[config.mk]
export PLATFORM = sky130hd
export DESIGN_NAME = retire_stats_monitor
export DESIGN_NICKNAME = d
export VERILOG_FILES = /design/src/rtl/mips_pkg.sv /design/src/rtl/sat_counter.sv /design/src/rtl/retire_stats_monitor.sv
export SDC_FILE = /design/constraint.sdc
export NUM_CORES = 1
export LEC_CHECK = 0
export CAP_MARGIN = 25
export CORE_ASPECT_RATIO = 1.25
export CORE_MARGIN = 2
export CORE_UTILIZATION = 47
export CTS_CLUSTER_DIAMETER = 150
export DETAILED_ROUTE_END_ITERATION = 7
export PLACE_DENSITY_LB_ADDON = 0.1
export SETUP_SLACK_MARGIN = 0.3
export SYNTH_ARGS = -nofsm -noshare
export SYNTH_HDL_FRONTEND = slang
export SYNTH_SLANG_ARGS = --single-unit
[constraint.sdc]
create_clock -name clk -period 2.2 [get_ports clk]
set_input_delay 0.44 -clock clk [delete_from_list [all_inputs] [get_ports clk]]
set_output_delay 0.44 -clock clk [all_outputs]
set_load 0.05 [all_outputs]
[src/rtl/mips_pkg.sv]
// Shared MIPS-lite definitions: opcode map, instruction classes, retire FSM
// states and the opcode classifier used by the retire statistics monitor.
package mips_pkg;

    localparam int unsigned OPCODE_W = 6;
    localparam int unsigned DRAIN_W  = 4;

    typedef enum logic [OPCODE_W-1:0] {
        ADD  = 6'h00,
        ADDI = 6'h01,
        SUB  = 6'h02,
        SUBI = 6'h03,
        MUL  = 6'h04,
        MULI = 6'h05,
        OR   = 6'h06,
        ORI  = 6'h07,
        AND  = 6'h08,
        ANDI = 6'h09,
        XOR  = 6'h0A,
        XORI = 6'h0B,
        LDW  = 6'h0C,
        STW  = 6'h0D,
        BZ   = 6'h0E,
        BEQ  = 6'h0F,
        JR   = 6'h10,
        HALT = 6'h11
    } opcode_e;

    typedef enum logic [2:0] {
        ARITH,
        LOGIC,
        MEM,
        CTRL,
        ILLEGAL
    } instr_class_e;

    typedef enum logic [1:0] {
        RUN,
        DRAIN,
        DONE
    } retire_state_e;

    // Opcodes 0x12-0x3F have no decode and fall into ILLEGAL.
    function automatic instr_class_e class_of(input logic [OPCODE_W-1:0] opcode);
        instr_class_e cls;
        case (opcode)
            ADD, ADDI, SUB, SUBI, MUL, MULI: cls = ARITH;
            OR, ORI, AND, ANDI, XOR, XORI:   cls = LOGIC;
            LDW, STW:                        cls = MEM;
            BZ, BEQ, JR, HALT:               cls = CTRL;
            default:                         cls = ILLEGAL;
        endcase
        return cls;
    endfunction

    // Control transfers that can redirect the PC (HALT never does).
    function automatic logic is_redirect(input logic [OPCODE_W-1:0] opcode);
        return (opcode == BZ) || (opcode == BEQ) || (opcode == JR);
    endfunction

endpackage

[src/rtl/sat_counter.sv]
// Up-counter that sticks at all-ones; synchronous reset and clear.
module sat_counter #(
    parameter int unsigned WIDTH = 32
) (
    input  logic             clk,
    input  logic             reset,
    input  logic             clear,
    input  logic             inc,
    output logic [WIDTH-1:0] count
);

    logic [WIDTH-1:0] count_q;
    logic [WIDTH-1:0] count_d;

    always_comb begin
        count_d = count_q;
        if (clear) begin
            count_d = '0;
        end else if (inc && (count_q != {WIDTH{1'b1}})) begin
            count_d = count_q + WIDTH'(1);
        end
    end

    always_ff @(posedge clk) begin
        if (reset) begin
            count_q <= '0;
        end else begin
            count_q <= count_d;
        end
    end

    assign count = count_q;

endmodule

[src/rtl/retire_stats_monitor.sv]
// Classifies retired instructions into saturating statistics counters and
// freezes them a fixed number of cycles after HALT retires.
module retire_stats_monitor
    import mips_pkg::*;
#(
    parameter int unsigned CNT_WIDTH    = 32,
    parameter int unsigned DRAIN_CYCLES = 4
) (
    input  logic                 clk,
    input  logic                 reset,
    input  logic                 clear,
    input  logic                 retire_valid,
    input  logic [5:0]           retire_opcode,
    input  logic                 retire_taken,
    output logic [CNT_WIDTH-1:0] instr_count,
    output logic [CNT_WIDTH-1:0] arith_count,
    output logic [CNT_WIDTH-1:0] logic_count,
    output logic [CNT_WIDTH-1:0] mem_count,
    output logic [CNT_WIDTH-1:0] ctrl_count,
    output logic [CNT_WIDTH-1:0] taken_count,
    output logic [CNT_WIDTH-1:0] illegal_count,
    output logic [CNT_WIDTH-1:0] cycle_count,
    output logic                 halted,
    output logic                 done
);

    localparam logic [DRAIN_W-1:0] DRAIN_LOAD = DRAIN_W'(DRAIN_CYCLES);

    retire_state_e      state_q;
    retire_state_e      state_d;
    logic [DRAIN_W-1:0] drain_q;
    logic [DRAIN_W-1:0] drain_d;
    logic               halted_q;
    logic               halted_d;
    logic               done_q;
    logic               done_d;

    instr_class_e       cls_c;
    logic               run_c;
    logic               retire_c;
    logic               halt_c;

    logic inc_instr_c;
    logic inc_arith_c;
    logic inc_logic_c;
    logic inc_mem_c;
    logic inc_ctrl_c;
    logic inc_taken_c;
    logic inc_illegal_c;

    // Counting only happens in RUN; a clear cycle drops whatever retires in it.
    assign cls_c    = class_of(retire_opcode);
    assign run_c    = (state_q == RUN) && !clear;
    assign retire_c = run_c && retire_valid;
    assign halt_c   = retire_c && (retire_opcode == HALT);

    assign inc_instr_c   = retire_c && (cls_c != ILLEGAL);
    assign inc_arith_c   = retire_c && (cls_c == ARITH);
    assign inc_logic_c   = retire_c && (cls_c == LOGIC);
    assign inc_mem_c     = retire_c && (cls_c == MEM);
    assign inc_ctrl_c    = retire_c && (cls_c == CTRL);
    assign inc_illegal_c = retire_c && (cls_c == ILLEGAL);
    assign inc_taken_c   = retire_c && is_redirect(retire_opcode) && retire_taken;

    // State register.
    always_ff @(posedge clk) begin
        if (reset) begin
            state_q  <= RUN;
            drain_q  <= '0;
            halted_q <= 1'b0;
            done_q   <= 1'b0;
        end else begin
            state_q  <= state_d;
            drain_q  <= drain_d;
            halted_q <= halted_d;
            done_q   <= done_d;
        end
    end

    // Next state; the drain counter's last cycle is the one where it reads 1.
    always_comb begin
        state_d = state_q;
        drain_d = drain_q;
        if (clear) begin
            state_d = RUN;
            drain_d = '0;
        end else begin
            case (state_q)
                RUN: begin
                    if (halt_c) begin
                        if (DRAIN_CYCLES != 0) begin
                            state_d = DRAIN;
                            drain_d = DRAIN_LOAD;
                        end else begin
                            state_d = DONE;
                        end
                    end
                end
                DRAIN: begin
                    if (drain_q <= DRAIN_W'(1)) begin
                        state_d = DONE;
                        drain_d = '0;
                    end else begin
                        drain_d = drain_q - DRAIN_W'(1);
                    end
                end
                DONE: begin
                    state_d = DONE;
                end
                default: begin
                    state_d = RUN;
                    drain_d = '0;
                end
            endcase
        end
    end

    // Status flags are decoded from the next state so they register with it.
    always_comb begin
        halted_d = 1'b0;
        done_d   = 1'b0;
        case (state_d)
            DRAIN: halted_d = 1'b1;
            DONE: begin
                halted_d = 1'b1;
                done_d   = 1'b1;
            end
            default: begin
                halted_d = 1'b0;
                done_d   = 1'b0;
            end
        endcase
    end

    assign halted = halted_q;
    assign done   = done_q;

    sat_counter #(.WIDTH(CNT_WIDTH)) u_instr_cnt (
        .clk(clk), .reset(reset), .clear(clear), .inc(inc_instr_c), .count(instr_count)
    );
    sat_counter #(.WIDTH(CNT_WIDTH)) u_arith_cnt (
        .clk(clk), .reset(reset), .clear(clear), .inc(inc_arith_c), .count(arith_count)
    );
    sat_counter #(.WIDTH(CNT_WIDTH)) u_logic_cnt (
        .clk(clk), .reset(reset), .clear(clear), .inc(inc_logic_c), .count(logic_count)
    );
    sat_counter #(.WIDTH(CNT_WIDTH)) u_mem_cnt (
        .clk(clk), .reset(reset), .clear(clear), .inc(inc_mem_c), .count(mem_count)
    );
    sat_counter #(.WIDTH(CNT_WIDTH)) u_ctrl_cnt (
        .clk(clk), .reset(reset), .clear(clear), .inc(inc_ctrl_c), .count(ctrl_count)
    );
    sat_counter #(.WIDTH(CNT_WIDTH)) u_taken_cnt (
        .clk(clk), .reset(reset), .clear(clear), .inc(inc_taken_c), .count(taken_count)
    );
    sat_counter #(.WIDTH(CNT_WIDTH)) u_illegal_cnt (
        .clk(clk), .reset(reset), .clear(clear), .inc(inc_illegal_c), .count(illegal_count)
    );
    sat_counter #(.WIDTH(CNT_WIDTH)) u_cycle_cnt (
        .clk(clk), .reset(reset), .clear(clear), .inc(run_c), .count(cycle_count)
    );

endmodule

**After elaboration in Yosys (flattened, before gate mapping)**

Memories as Yosys holds them, arrays and structs flattened.
Cells that the tools add are included.

- Flip-flop bits (word level): 264
- Memory bits (read-only): 96
- Input port bits: 11
- Output and inout port bits: 258
- Memories kept: 1
- Word-level logic and storage cells: 83

Memories:

| memory | depth | width | rd ports | clocked after memory_dff | wr ports | line | source |
|---|---|---|---|---|---|---|---|
| (name not given) | 32 | 3 | 1 | 0 | 0 | mips_pkg.sv:46 | `case (opcode)` |

- Eq/ne operators: 22
- $lt $le $gt $ge: 1
- Mux-type cells: 10
- Bitwise operators: 1
- Reductions and logical operators: 27
- $add $sub $neg: 9

Operators with widths:

| kind | number |
|---|---|
| $add A32 B1 Y32 const B | 8 |
| $ne A32 B32 Y1 const B | 8 |
| $logic_and A1 B1 Y1 | 19 |
| $eq A6 B4 Y1 const B | 2 |
| $eq A6 B5 Y1 const B | 2 |
| $pmux W4 S3 | 1 |
| $mux W4 | 2 |
| $eq A3 B2 Y1 const B | 2 |
| $mux W2 | 3 |
| $pmux W2 S3 | 1 |
| $eq A2 B1 Y1 const B | 2 |
| $eq A2 B2 Y1 const B | 2 |
| $le A4 B1 Y1 const B | 1 |
| $reduce_or A2 Y1 | 2 |
| $sub A4 B1 Y4 const B | 1 |
| $eq A3 B1 Y1 const B | 1 |
| $eq A3 B3 Y1 const B | 1 |
| $logic_not A3 Y1 | 1 |
| $mux W3 | 1 |
| $ne A3 B3 Y1 const B | 1 |
| $logic_not A2 Y1 | 1 |
| $logic_or A1 B1 Y1 | 2 |
| $mux W1 | 2 |
| $ne A2 B2 Y1 const B | 1 |
| 3 further kinds | 3 |

**Longest topological paths before layout**

- Depth in word-level cells: 10
- Depth in mapped cells: 9
- Mapped depth without buffers: 8

**Modules after synthesis**

From an unflattened synthesis, not the netlist that was laid out.

- Cell total of the unflattened synthesis: 1,647
- Area, all modules: 13,514.2 um^2

By module, submodules not included:

| module | area each (um^2) | cells an instance | times used | sequential area each (um^2) |
|---|---|---|---|---|
| sat_counter | 1,620.3 | 198 | 8 | 640.6 |
| retire_stats_monitor | 551.8 | 63 | 1 | 160.2 |

**Least setup slack after synthesis**

Ideal clock, no wire load.

- Path type: reg2reg
- Start point: reg u_illegal_cnt.count_q[0], in the netlist u_illegal_cnt.count[0]
- End point: reg u_illegal_cnt.count_q[1], in the netlist u_illegal_cnt.count[1]
- Data arrival time: 2.696 ns
- Setup time: 0.128 ns
- Period minus slack after synthesis: 2.824 ns
- Data required time: 2.072 ns
- Path buffers: 3
- Stages on the path, launching flop included: 10
- Slack: -0.624 ns
- Path through: dfxtp_1 -> ha_1 -> and4_1 -> clkbuf_1 -> nand4_1 -> o31ai_2 -> clkbuf_1 -> buf_2 -> mux2i_1 -> nor2_1

- Cells in the longest elaborated chain, start to end: 2
- Elaborated cells on any way between the ends: 3
- Classes of those cells: add/sub (1); eq/ne (1); reduce/logical (1)

Ends and longest elaborated chain:

| item | line | source |
|---|---|---|
| start, declared | sat_counter.sv:12 | `logic [WIDTH-1:0] count_q;` |
| start signal, assigned | sat_counter.sv:28 | `count_q <= count_d;` |
| parallel branches: the longest is 2 deep, another holds $add A32 B1 Y32 | -- |  |

Parallel ways; which one is timed is not known.
A chain may end at the register's enable or synchronous reset.

**Worst setup path after layout**

- Start point: reg state_q[0]
- End point: reg u_logic_cnt.count_q[4], in the netlist u_logic_cnt.count[4]

- Cells in the longest elaborated chain, start to end: 5

Ends and longest elaborated chain:

| item | line | source |
|---|---|---|
| start, declared | retire_stats_monitor.sv:29 | `retire_state_e state_q;` |
| start signal, assigned | retire_stats_monitor.sv:73 | `state_q <= state_d;` |
| $logic_not A2 Y1 | retire_stats_monitor.sv:53 | `assign run_c = (state_q == RUN) && !clear;` |
| $logic_and A1 B1 Y1 | retire_stats_monitor.sv:53 |  |
| $logic_and A1 B1 Y1 | retire_stats_monitor.sv:54 | `assign retire_c = run_c && retire_valid;` |
| $logic_and A1 B1 Y1 | retire_stats_monitor.sv:59 | `assign inc_logic_c = retire_c && (cls_c == LOGIC);` |
| $logic_and A1 B1 Y1 | sat_counter.sv:19 | `end else if (inc && (count_q != {WIDTH{1'b1}})) begin` |
| end signal, assigned | sat_counter.sv:28 |  |
| end, declared | sat_counter.sv:12 |  |

Every way passes these cells.

==> qor.yml <==
die_y_um: 193
synth-main-ff-cell: "dfxtp_1"
pin_count: 269
cts_tree: "yes"
reg2reg_to: "u_logic_cnt.count[4]"
dr_total_vias: 15576
rsz0062_at_grt: "yes"
fmax_ghz: 0.436
clock-sinks: 264
drv_slew: 0
synth_top_family_by_area: "simple AND/OR/NAND/NOR gates"
ys_seq_area_share_pct: 39.5
ff2ff_path_depth: 9
nets: 2198
muxShareOfSynthArea_pct: 1.87
synth_compound_area_share_pct: 20.1
cts_root_buf: "clkbuf_16"
met2_usage_pct: 50.7
power_density_mw_per_mm2: 447
use_met3_pct: 5.28
reg2reg_from: "state_q[0]"
reg2reg_slack_ns: -0.09
worst_slack_ns: -0.0924
cts_buffers: 29
synthXorXnorAreaFrac_pct: 1.38
syn_area_per_cell_um2: 8.10
final-setup-viol-count: 27
grt_pass1_vias: 14512
yosys_warnings: 0
leakagePower_uw: 0.00757
fillers: 1946
grt.overflow.total: 0
final_antenna_net_count: 0
syn_nets: 1674
drive_above_1_share_pct: 41.9
skew_ns: 0.00934
wl_per_cell_um: 18.2
slowest_delay_ns: 0.43
clkLatencyLatePin_ns: 0.54
path_delay_family: "simple AND/OR/NAND/NOR gates"
htree_num_levels: 1
hold_slack_ns: 0.484
hold_viol: 0
num_rows: 69
drtIter0Drc: 862
synth_seq_cells: 264
path_clk_slew_ns: 0.06
crit_chain: "or3_4 > buf_8 > a2111oi_4 > buf_4 > buf_12 > buf_4 > o31ai_4 > or4_1 > a21oi_1"
synth_fa_ha_area_share_pct: 1.03
vdd_drop_max_mv: 0.482
path_common_cell: "buf_4"
area_delta_synth_final_pct: 64.3
post-dp-hpwl_mm: 30.1
worstHoldPathType: "reg2reg"
violations: "setup timing"
critical_path_cell_count: 9
fin_crit_sh_pct: 104
fin_crit_ns: 2.29
viasPerCell: 6.10
use_met1_pct: 34.0
ys_async_sr_fraction_pct: 0
endpoint: "u_logic_cnt.count[4]"
critPathRequiredTime_ns: 2.66
tightest_slew_ns: 0.572
drt-total-wl_mm: 46.5
synthCells: 1652
grt_max_degree: 40
drt_pass1_iterations: 5
drc: 0
die-area_mm2: 0.0298
start_kind: "flop"
initial_utilization_pct: 47.4
track_usage_pct: 28.3
die_w_um: 155
end_kind: "flop"
slew_headroom_pct: 62.0
antenna_cells: 0
coreArea_mm2: 0.0282
clk_path_buf_depth: 3
cp_num_buf_inv: 4
synth.distinct_cells: 57
gp_congestion: 0.847
synth_edf_count: 0
cpMaxStageDelayCell: "or4_1"
critPathMaxFanout: 8
syn_area_mm2: 0.0134
max_cap_viol_count: 0
critPathLaunch: "state_q[0]"
finalSetupTns_ns: -0.611
grt_pass1_wl_mm: 71.0
port-buffer-count: 268
synthSimpleGateAreaFrac_pct: 32.2
status: "finished, violations left"
grt.busiest_layer: "met2"
path_class: "reg2reg"
antenna_found_initial: 0
crit_arrival_ns: 2.76
what timing repair did:
action | in CTS | in global routing
resized for setup | 591 | 225
hold endpoints to repair | 0 | 0
buffers inserted | 49 | 35
hold buffers | 0 | 0
pin swaps | 83 | 98
cloned | 10 | 2
setup endpoints to repair | 500 | 375
final cells by class:
class,count,area (um2),share of cell area (%)
inverter,47,176,0.803
clock buffer,44,865,3.93
timing repair buffer,570,5380,24.5
clock inverter,9,45.0,0.205
multi-input combinational,1264,9240,42.0
tap,355,444,2.02
sequential,264,5830,26.5
worst min-delay path by stage:
| stage | from | to | slack (ns) | depth (start not counted) |
|---|---|---|---|---|
| floorplan | drain_q[1] | drain_q[1] | 0.48 | 2 |
| global placement | u_instr_cnt.count[31] | u_instr_cnt.count[31] | 0.44 | 1 |
| detailed placement | u_instr_cnt.count[31] | u_instr_cnt.count[31] | 0.45 | 1 |
| CTS | u_instr_cnt.count[31] | u_instr_cnt.count[31] | 0.46 | 1 |
| global route | u_instr_cnt.count[27] | u_instr_cnt.count[27] | 0.50 | 2 |
| finish | u_instr_cnt.count[27] | u_instr_cnt.count[27] | 0.48 | 2 |
worst register-to-register path: stages (launching register included):
cell and delay, ns:
dfxtp_2 0.32, or3_4 0.39, buf_8 0.15, a2111oi_4 0.22, buf_4 0.22, buf_12 0.11
buf_4 0.11, o31ai_4 0.10, or4_1 0.43, a21oi_1 0.17
routing by layer:
metal,share of wire (%),vias to the layer above
li1,-,7441
met1,40,7554
met2,50,478
met3,6.0,103
met4,3.1,0
met5,0,-
synth_stat cells (all sizes together) (4+ instances only):
cell / count / area [um2]
o311ai: 4 / 35.0
ha: 11 / 138
and3: 19 / 119
clkbuf: 68 / 255
or3: 132 / 826
o21ai: 113 / 569
o2111ai: 4 / 35.0
or4: 103 / 777
o31ai: 95 / 723
o211ai: 11 / 82.6
dfxtp: 264 / 5290
xnor2: 9 / 78.8
inv: 47 / 176
nand3: 93 / 475
and4: 24 / 210
a21oi: 202 / 1010
or2: 6 / 37.5
buf: 15 / 88.8
nor2: 67 / 251
mux2i: 25 / 250
nor4: 30 / 200
and2: 11 / 68.8
nand4: 83 / 519
o21a: 8 / 60.1
nor3: 28 / 150
xor2: 12 / 105
nand2: 129 / 484
stage by stage:
step	total power, uW	instances	worst slack (ns)	instance area [um2]	utilization [%]
floorplan	4940	1652	-0.0988	14600	-
global placement	5110	2404	-0.587	18900	66.8
detailed placement	5110	2404	-0.660	18900	66.8
CTS	9830	2516	-0.0721	20700	73.5
global route	10100	2553	-0.159	22000	77.8
finish	9820	2553	-0.0924	22000	77.8
flip-flops by register name (all words and copies together), names as in the netlist:
register / flops
done: 1
drain_q: 4
halted: 1
state_q: 2
u_arith_cnt.count: 32
u_ctrl_cnt.count: 32
u_cycle_cnt.count: 32
u_illegal_cnt.count: 32
u_instr_cnt.count: 32
u_logic_cnt.count: 32
u_mem_cnt.count: 32
u_taken_cnt.count: 32
report_power, final:
| group | leakage, uW | internal [uW] | switching [uW] | total [uW] |
|---|---|---|---|---|
| registers | 0.00227 | 4650 | 3.43 | 4650 |
| logic | 0.00485 | 191 | 268 | 460 |
| clock network | 0.000457 | 2700 | 2010 | 4710 |
| total | 0.00757 | 7540 | 2280 | 9820 |
cells by family after synthesis:
family	Yosys count
buf+inv	130
xor+xnor	21
flops	264
simple gates	746
mux	25
compound gates	455
fa+ha+maj	11
cell usage in the layout (no fill, tap or decap), drive strengths merged, types with 93 or more instances in the layout:
master / instances
o31ai: 98
a21oi: 202
or4: 103
o21ai: 113
dfxtp: 264
nand3: 93
buf: 313
or3: 132
clkdlybuf4s15: 163
nand2: 131
(Power assumes the default switching activity.)
